--- config.mk ---
export PLATFORM = sky130hd
export DESIGN_NAME = mmwb_stage
export DESIGN_NICKNAME = d
export VERILOG_FILES = /design/src/rtl/control_unit_types_pkg.sv /design/src/rtl/cpu_types_pkg.sv /design/src/rtl/mmwb_stage_wb_mux.sv /design/src/rtl/mmwb_stage.sv
export SDC_FILE = /design/constraint.sdc
export NUM_CORES = 1
export LEC_CHECK = 0
export ABC_AREA = 0
export CORE_AREA = 2 2 162 164
export CTS_CLUSTER_SIZE = 10
export DETAILED_ROUTE_END_ITERATION = 7
export DIE_AREA = 0 0 164 166
export PLACE_DENSITY = 0.65
export SKIP_CTS_REPAIR_TIMING = 1
export SYNTH_ARGS = -nofsm -noshare
export SYNTH_HDL_FRONTEND = slang
export SYNTH_HIERARCHICAL = 1
export SYNTH_SLANG_ARGS = --single-unit
--- constraint.sdc ---
create_clock -name CLK -period 2.5 [get_ports CLK]
set_input_delay 0.5 -clock CLK [delete_from_list [all_inputs] [get_ports CLK]]
set_output_delay 0.5 -clock CLK [all_outputs]
set_load 0.02 [all_outputs]
--- src/rtl/control_unit_types_pkg.sv ---
// Control-unit decode types carried down the pipeline.
package control_unit_types_pkg;
    typedef enum logic [1:0] {
        MTR_ALU  = 2'd0,
        MTR_LOAD = 2'd1,
        MTR_NPC  = 2'd2,
        MTR_LUI  = 2'd3
    } memtoreg_t;

    // Primary opcode and R-type function field as decoded in ID.
    typedef struct packed {
        logic [5:0] op;
        logic [5:0] func;
    } opfunc_t;
endpackage : control_unit_types_pkg

--- src/rtl/cpu_types_pkg.sv ---
// Datapath word and register-index types shared across the MIPS core.
package cpu_types_pkg;
    localparam int WORD_W = 32;
    localparam int REG_W  = 5;

    typedef logic [WORD_W-1:0] word_t;
    typedef logic [REG_W-1:0]  regbits_t;
endpackage : cpu_types_pkg

--- src/rtl/mmwb_stage_wb_mux.sv ---
// Writeback value select and register-file write-enable gating for the WB stage.
module mmwb_stage_wb_mux
    import cpu_types_pkg::*;
    import control_unit_types_pkg::*;
(
    input  logic      wb_valid,
    input  logic      wb_RegWEN,
    input  regbits_t  wb_rd,
    input  logic      halt,
    input  memtoreg_t wb_MemtoReg,
    input  word_t     wb_ALUOut,
    input  word_t     wb_load,
    input  word_t     wb_npc,
    input  logic [15:0] wb_imm,
    output logic      rf_WEN,
    output word_t     rf_wdat
);

    // Writes to $zero are suppressed here so forwarding never advertises r0.
    assign rf_WEN = wb_valid & wb_RegWEN & (wb_rd != '0) & ~halt;

    always_comb begin
        // NOTE: a default before the case keeps every path assigned, so no latch is inferred.
        rf_wdat = wb_ALUOut;
        case (wb_MemtoReg)
            MTR_ALU:  rf_wdat = wb_ALUOut;
            MTR_LOAD: rf_wdat = wb_load;
            MTR_NPC:  rf_wdat = wb_npc;
            MTR_LUI:  rf_wdat = {wb_imm, 16'h0000};
            default:  rf_wdat = wb_ALUOut;
        endcase
    end

endmodule : mmwb_stage_wb_mux

--- src/rtl/mmwb_stage.sv ---
// MEM/WB pipeline register with writeback select, forwarding, sticky halt and retire counter.
module mmwb_stage
    import cpu_types_pkg::*;
    import control_unit_types_pkg::*;
#(
    parameter int CNT_W = 32
) (
    input  logic             CLK,
    input  logic             RST,
    input  logic             en,
    input  logic             flush,
    input  logic             mm_valid,
    input  opfunc_t          mm_opfunc,
    input  memtoreg_t        mm_MemtoReg,
    input  logic             mm_RegWEN,
    input  logic             mm_equal,
    input  logic             mm_halt,
    input  regbits_t         mm_rd,
    input  word_t            mm_portB,
    input  word_t            mm_npc,
    input  word_t            mm_ALUOut,
    input  word_t            mm_load,
    output opfunc_t          wb_opfunc,
    output memtoreg_t        wb_MemtoReg,
    output logic             wb_RegWEN,
    output logic             wb_equal,
    output logic             wb_halt,
    output regbits_t         wb_rd,
    output word_t            wb_portB,
    output word_t            wb_npc,
    output word_t            wb_ALUOut,
    output word_t            wb_load,
    output logic             rf_WEN,
    output regbits_t         rf_wsel,
    output word_t            rf_wdat,
    output logic             fwd_valid,
    output regbits_t         fwd_rd,
    output word_t            fwd_data,
    output logic             halt,
    output logic [CNT_W-1:0] retired
);

    logic wb_valid;

    always_ff @(posedge CLK) begin
        // NOTE: sequential state uses non-blocking assignments so every register samples pre-edge values.
        if (RST) begin
            wb_valid    <= 1'b0;
            wb_opfunc   <= '0;
            wb_MemtoReg <= MTR_ALU;
            wb_RegWEN   <= 1'b0;
            wb_equal    <= 1'b0;
            wb_halt     <= 1'b0;
            wb_rd       <= '0;
            wb_portB    <= '0;
            wb_npc      <= '0;
            wb_ALUOut   <= '0;
            wb_load     <= '0;
            halt        <= 1'b0;
            retired     <= '0;
        end else if (!halt) begin
            if (flush) begin
                // Bubble: only the control bits matter, data fields keep stale values.
                wb_valid  <= 1'b0;
                wb_RegWEN <= 1'b0;
                wb_halt   <= 1'b0;
            end else if (en) begin
                wb_valid    <= mm_valid;
                wb_opfunc   <= mm_opfunc;
                wb_MemtoReg <= mm_MemtoReg;
                wb_RegWEN   <= mm_RegWEN;
                wb_equal    <= mm_equal;
                wb_halt     <= mm_halt & mm_valid;
                wb_rd       <= mm_rd;
                wb_portB    <= mm_portB;
                wb_npc      <= mm_npc;
                wb_ALUOut   <= mm_ALUOut;
                wb_load     <= mm_load;
                halt        <= mm_halt & mm_valid;
                if (mm_valid) begin
                    retired <= retired + CNT_W'(1);
                end
            end
        end
    end

    mmwb_stage_wb_mux u_wb_mux (
        .wb_valid    (wb_valid),
        .wb_RegWEN   (wb_RegWEN),
        .wb_rd       (wb_rd),
        .halt        (halt),
        .wb_MemtoReg (wb_MemtoReg),
        .wb_ALUOut   (wb_ALUOut),
        .wb_load     (wb_load),
        .wb_npc      (wb_npc),
        .wb_imm      (wb_portB[15:0]),
        .rf_WEN      (rf_WEN),
        .rf_wdat     (rf_wdat)
    );

    assign rf_wsel   = wb_rd;
    assign fwd_valid = rf_WEN;
    assign fwd_rd    = wb_rd;
    assign fwd_data  = rf_wdat;

endmodule : mmwb_stage

==> key figures <==
Floorplanning
  • Die area: 27,200 um^2
  • Row Count: 59
  • Core area: 25,600 um^2
  • Die outline width: 164 um
  • Die Y: 166 um
  • Initial Util: 30.4%
  • I/O Pins: 414

Synthesis
  • Post-synth EDFFs: 0
  • #FFs+latches synth: 184
  • Syn nets: 1,098
  • Cell variety after synth: 40
  • Yosys Warn Count: 6
  • Largest cells by area after synthesis: dfxtp_1, nand2_1, a21oi_1
  • Syn Area/Cell: 8.26 um^2
  • Asr flop ratio synth: 0%
  • Top FF cell, synth: dfxtp_1
  • Top cells by count, synth: nand2_1, dfxtp_1, a21oi_1, clkbuf_1, buf_4
  • Dominant cell type by area after synthesis: dfxtp_1
  • Gate Count Post-Synth: 942
  • Mapped cell area: 7780 um^2
  • Synth top area share: 47.4%
  • Most numerous cell in the Yosys netlist: nand2_1
  • Seq/Total Area, Yosys: 47.4%

Layout
  • Area grow syn2layout: 65.7%
  • Share of cells above drive strength 1: 7.45%
  • Nets: 1,458
  • Finished Layout Cells: 1,651
  • # fillers: 2,439

GRT
  • Vias in the first global route: 7,550
  • Initial antenna violation count: 0
  • Total GRT Usage: 20.6%
  • Grt total ovfl: 0
  • Largest net degree at the start of global routing: 66
  • First-pass GRT wire length: 43.8 mm

Placed design
  • GP Congestion: 0.860
  • Hpwl dp: 21.4 mm
  • Port bufs: 413
  • Cell count after placement: 1,618

Critical path
  • Critical path startpoint category: flop
  • Crit path launch: wb_MemtoReg[0]
  • Slowest stage cell on the critical path: mux4_2
  • CP Cell Sequence: buf_4 -> mux4_2 -> dlymetal6s2s_1
  • Critical path class: reg2out
  • Bufs and invs on worst path: 2
  • Critical path fanouts, max: 7
  • CP top delay family: multiplexers
  • RR Startpoint: retired[12]
  • Worst endpoint required time: 2.00 ns
  • Crit. End Element: output pin
  • CP peak stage delay: 0.56 ns
  • WP data arrival: 1.91 ns

Timing
  • Fin. max-slew vios: 0
  • Worst Tran Pin Value: 0.558 ns
  • F_max: 416 MHz
  • Min cycle time layout: 2.41 ns
  • # setup viols final: 0
  • Fin. Hold Viols: 0
  • Fin Clk Skew: 0.0114 ns
  • Unrepaired setup endpoints after global routing: false
  • Period utilization: 96.3%
  • Max transition margin: 62.8%

Clock network
  • Total CTS buffers: 17
  • CTS Root Cell: clkbuf_16
  • CTS tree: done
  • # clock sinks: 184
  • Worst-Skew Late Latency: 0.43 ns
  • CTS Buffer Depth: 2
  • Register clock-pin slew on the reported worst setup and hold paths: 0.07 ns
  • Htree depth: 4

Drt
  • Detailed Route Iter0 Violations: 607
  • DRC viols: 0
  • DR vias/cell: 4.84
  • 1st-pass router iterations: 7
  • Via count: 7,996
  • Post-route ant nets: 0
  • Wire per inst: 17.5 um
  • Routed wire length: 28.9 mm

Power and ir drop
  • Max rail drop VDD: 0.317 mV
  • Leakage: 5.47 nW
  • Tot Pwr: 7.09 mW
  • Power per cell area: 550 nW/um^2

Worst hold path
  • HP Start: wb_portB[19]
  • HP Class: reg2reg

Status
  • Status: finished, final reports clean

Job
  • Total of max-cap violations: 0
## final timing paths
kind | end | slack, ns | depth (start not counted)
setup / recovery | rf_wdat[30] | 0.09 | 3
hold / removal | wb_portB[19] | 0.45 | 2
setup reg to reg | retired[21] | 0.25 | 5
hold reg to reg | wb_portB[19] | 0.45 | 2
## cell families after synthesis
group | Yosys count | synth area share, %
compound gates | 207 | 14.7
xor+xnor | 11 | 1.24
simple gates | 391 | 21.3
flops | 184 | 47.4
fa+ha+maj | 1 | 0.161
buf+inv | 114 | 8.28
mux | 34 | 6.98
## placed cells by master, fill, tap and decap left out, types with 3 or more instances in the layout
master,netlist,layout
clkdlybuf4s50_1,0,348
nand2_1,310,309
dfxtp_1,184,182
a21oi_1,169,169
dlymetal6s2s_1,0,64
buf_4,45,27
nor2_1,19,19
clkbuf_16,0,17
mux4_2,16,16
mux2i_1,16,16
o2bb2ai_1,16,16
nand3_1,13,13
or4_1,13,13
o31ai_1,12,12
buf_12,1,11
nand4_1,10,10
xor2_1,9,9
and4_1,5,5
o21ai_0,5,5
or3_1,5,5
clkinvlp_4,0,4
inv_8,0,4
and3_1,3,3
inv_1,3,3
## state kept, by name (all words and copies together), names as in the netlist
| register | flops |
|---|---|
| wb_halt | 1 |
| wb_MemtoReg | 2 |
| halt | 1 |
| wb_portB | 32 |
| wb_ALUOut | 32 |
| wb_opfunc | 12 |
| retired | 32 |
| wb_npc | 32 |
| fwd_rd | 5 |
| wb_load | 32 |
| wb_RegWEN | 1 |
| wb_valid | 1 |
| wb_equal | 1 |
## worst min-delay path, cell delays in order, from the launching register on
cell,delay [ns]
dfxtp_1,0.31
nand2_1,0.05
a21oi_1,0.05
## metal layers
| metal | routed length [um] | GRT usage, % | share of wire (%) | vias up |
|---|---|---|---|---|
| li1 | - | - | - | 3890 |
| met1 | 12100 | 25.7 | 42 | 3753 |
| met2 | 13700 | 34.0 | 48 | 313 |
| met3 | 2400 | 6.22 | 8.3 | 40 |
| met4 | 644 | 6.18 | 2.2 | 0 |
| met5 | 0 | 0 | 0 | - |
## stage by stage
stage / hold WS, ns / area, um^2 / util (%) / TNS, ns / worst slack (ns)
4_1_cts: 0.457 / 12700 / 49.7 / -12.94 / -0.299
6_report: 0.454 / 12900 / 50.3 / 0 / 0.0933
5_1_grt: 0.469 / 12900 / 50.3 / 0 / 0.0199
3_5_place_dp: 0.447 / 12100 / 47.4 / 0 / 0.101
3_3_place_gp: 0.441 / 12100 / 47.4 / 0 / 0.130
2_1_floorplan: 0.437 / 7780 / - / 0 / 0.396
## power breakdown
part / switching [mW] / total (mW) / internal (mW)
Sequential: 0.101 / 3.15 / 3.05
Clock: 1.31 / 2.65 / 1.35
Combinational: 0.623 / 1.28 / 0.661
Total: 2.03 / 7.09 / 5.06
## cell type report
cell class	count	area (um^2)	share of cell area (%)
timing repair buffer	452	4730	36.7
sequential	184	3690	28.6
multi-input combinational	644	3470	26.9
clock buffer	18	439	3.41
tap	335	419	3.25
clock inverter	14	139	1.08
inverter	3	11.3	0.0873
antenna	1	2.50	0.0194
No activity file was read; power rests on OpenSTA's default activity.
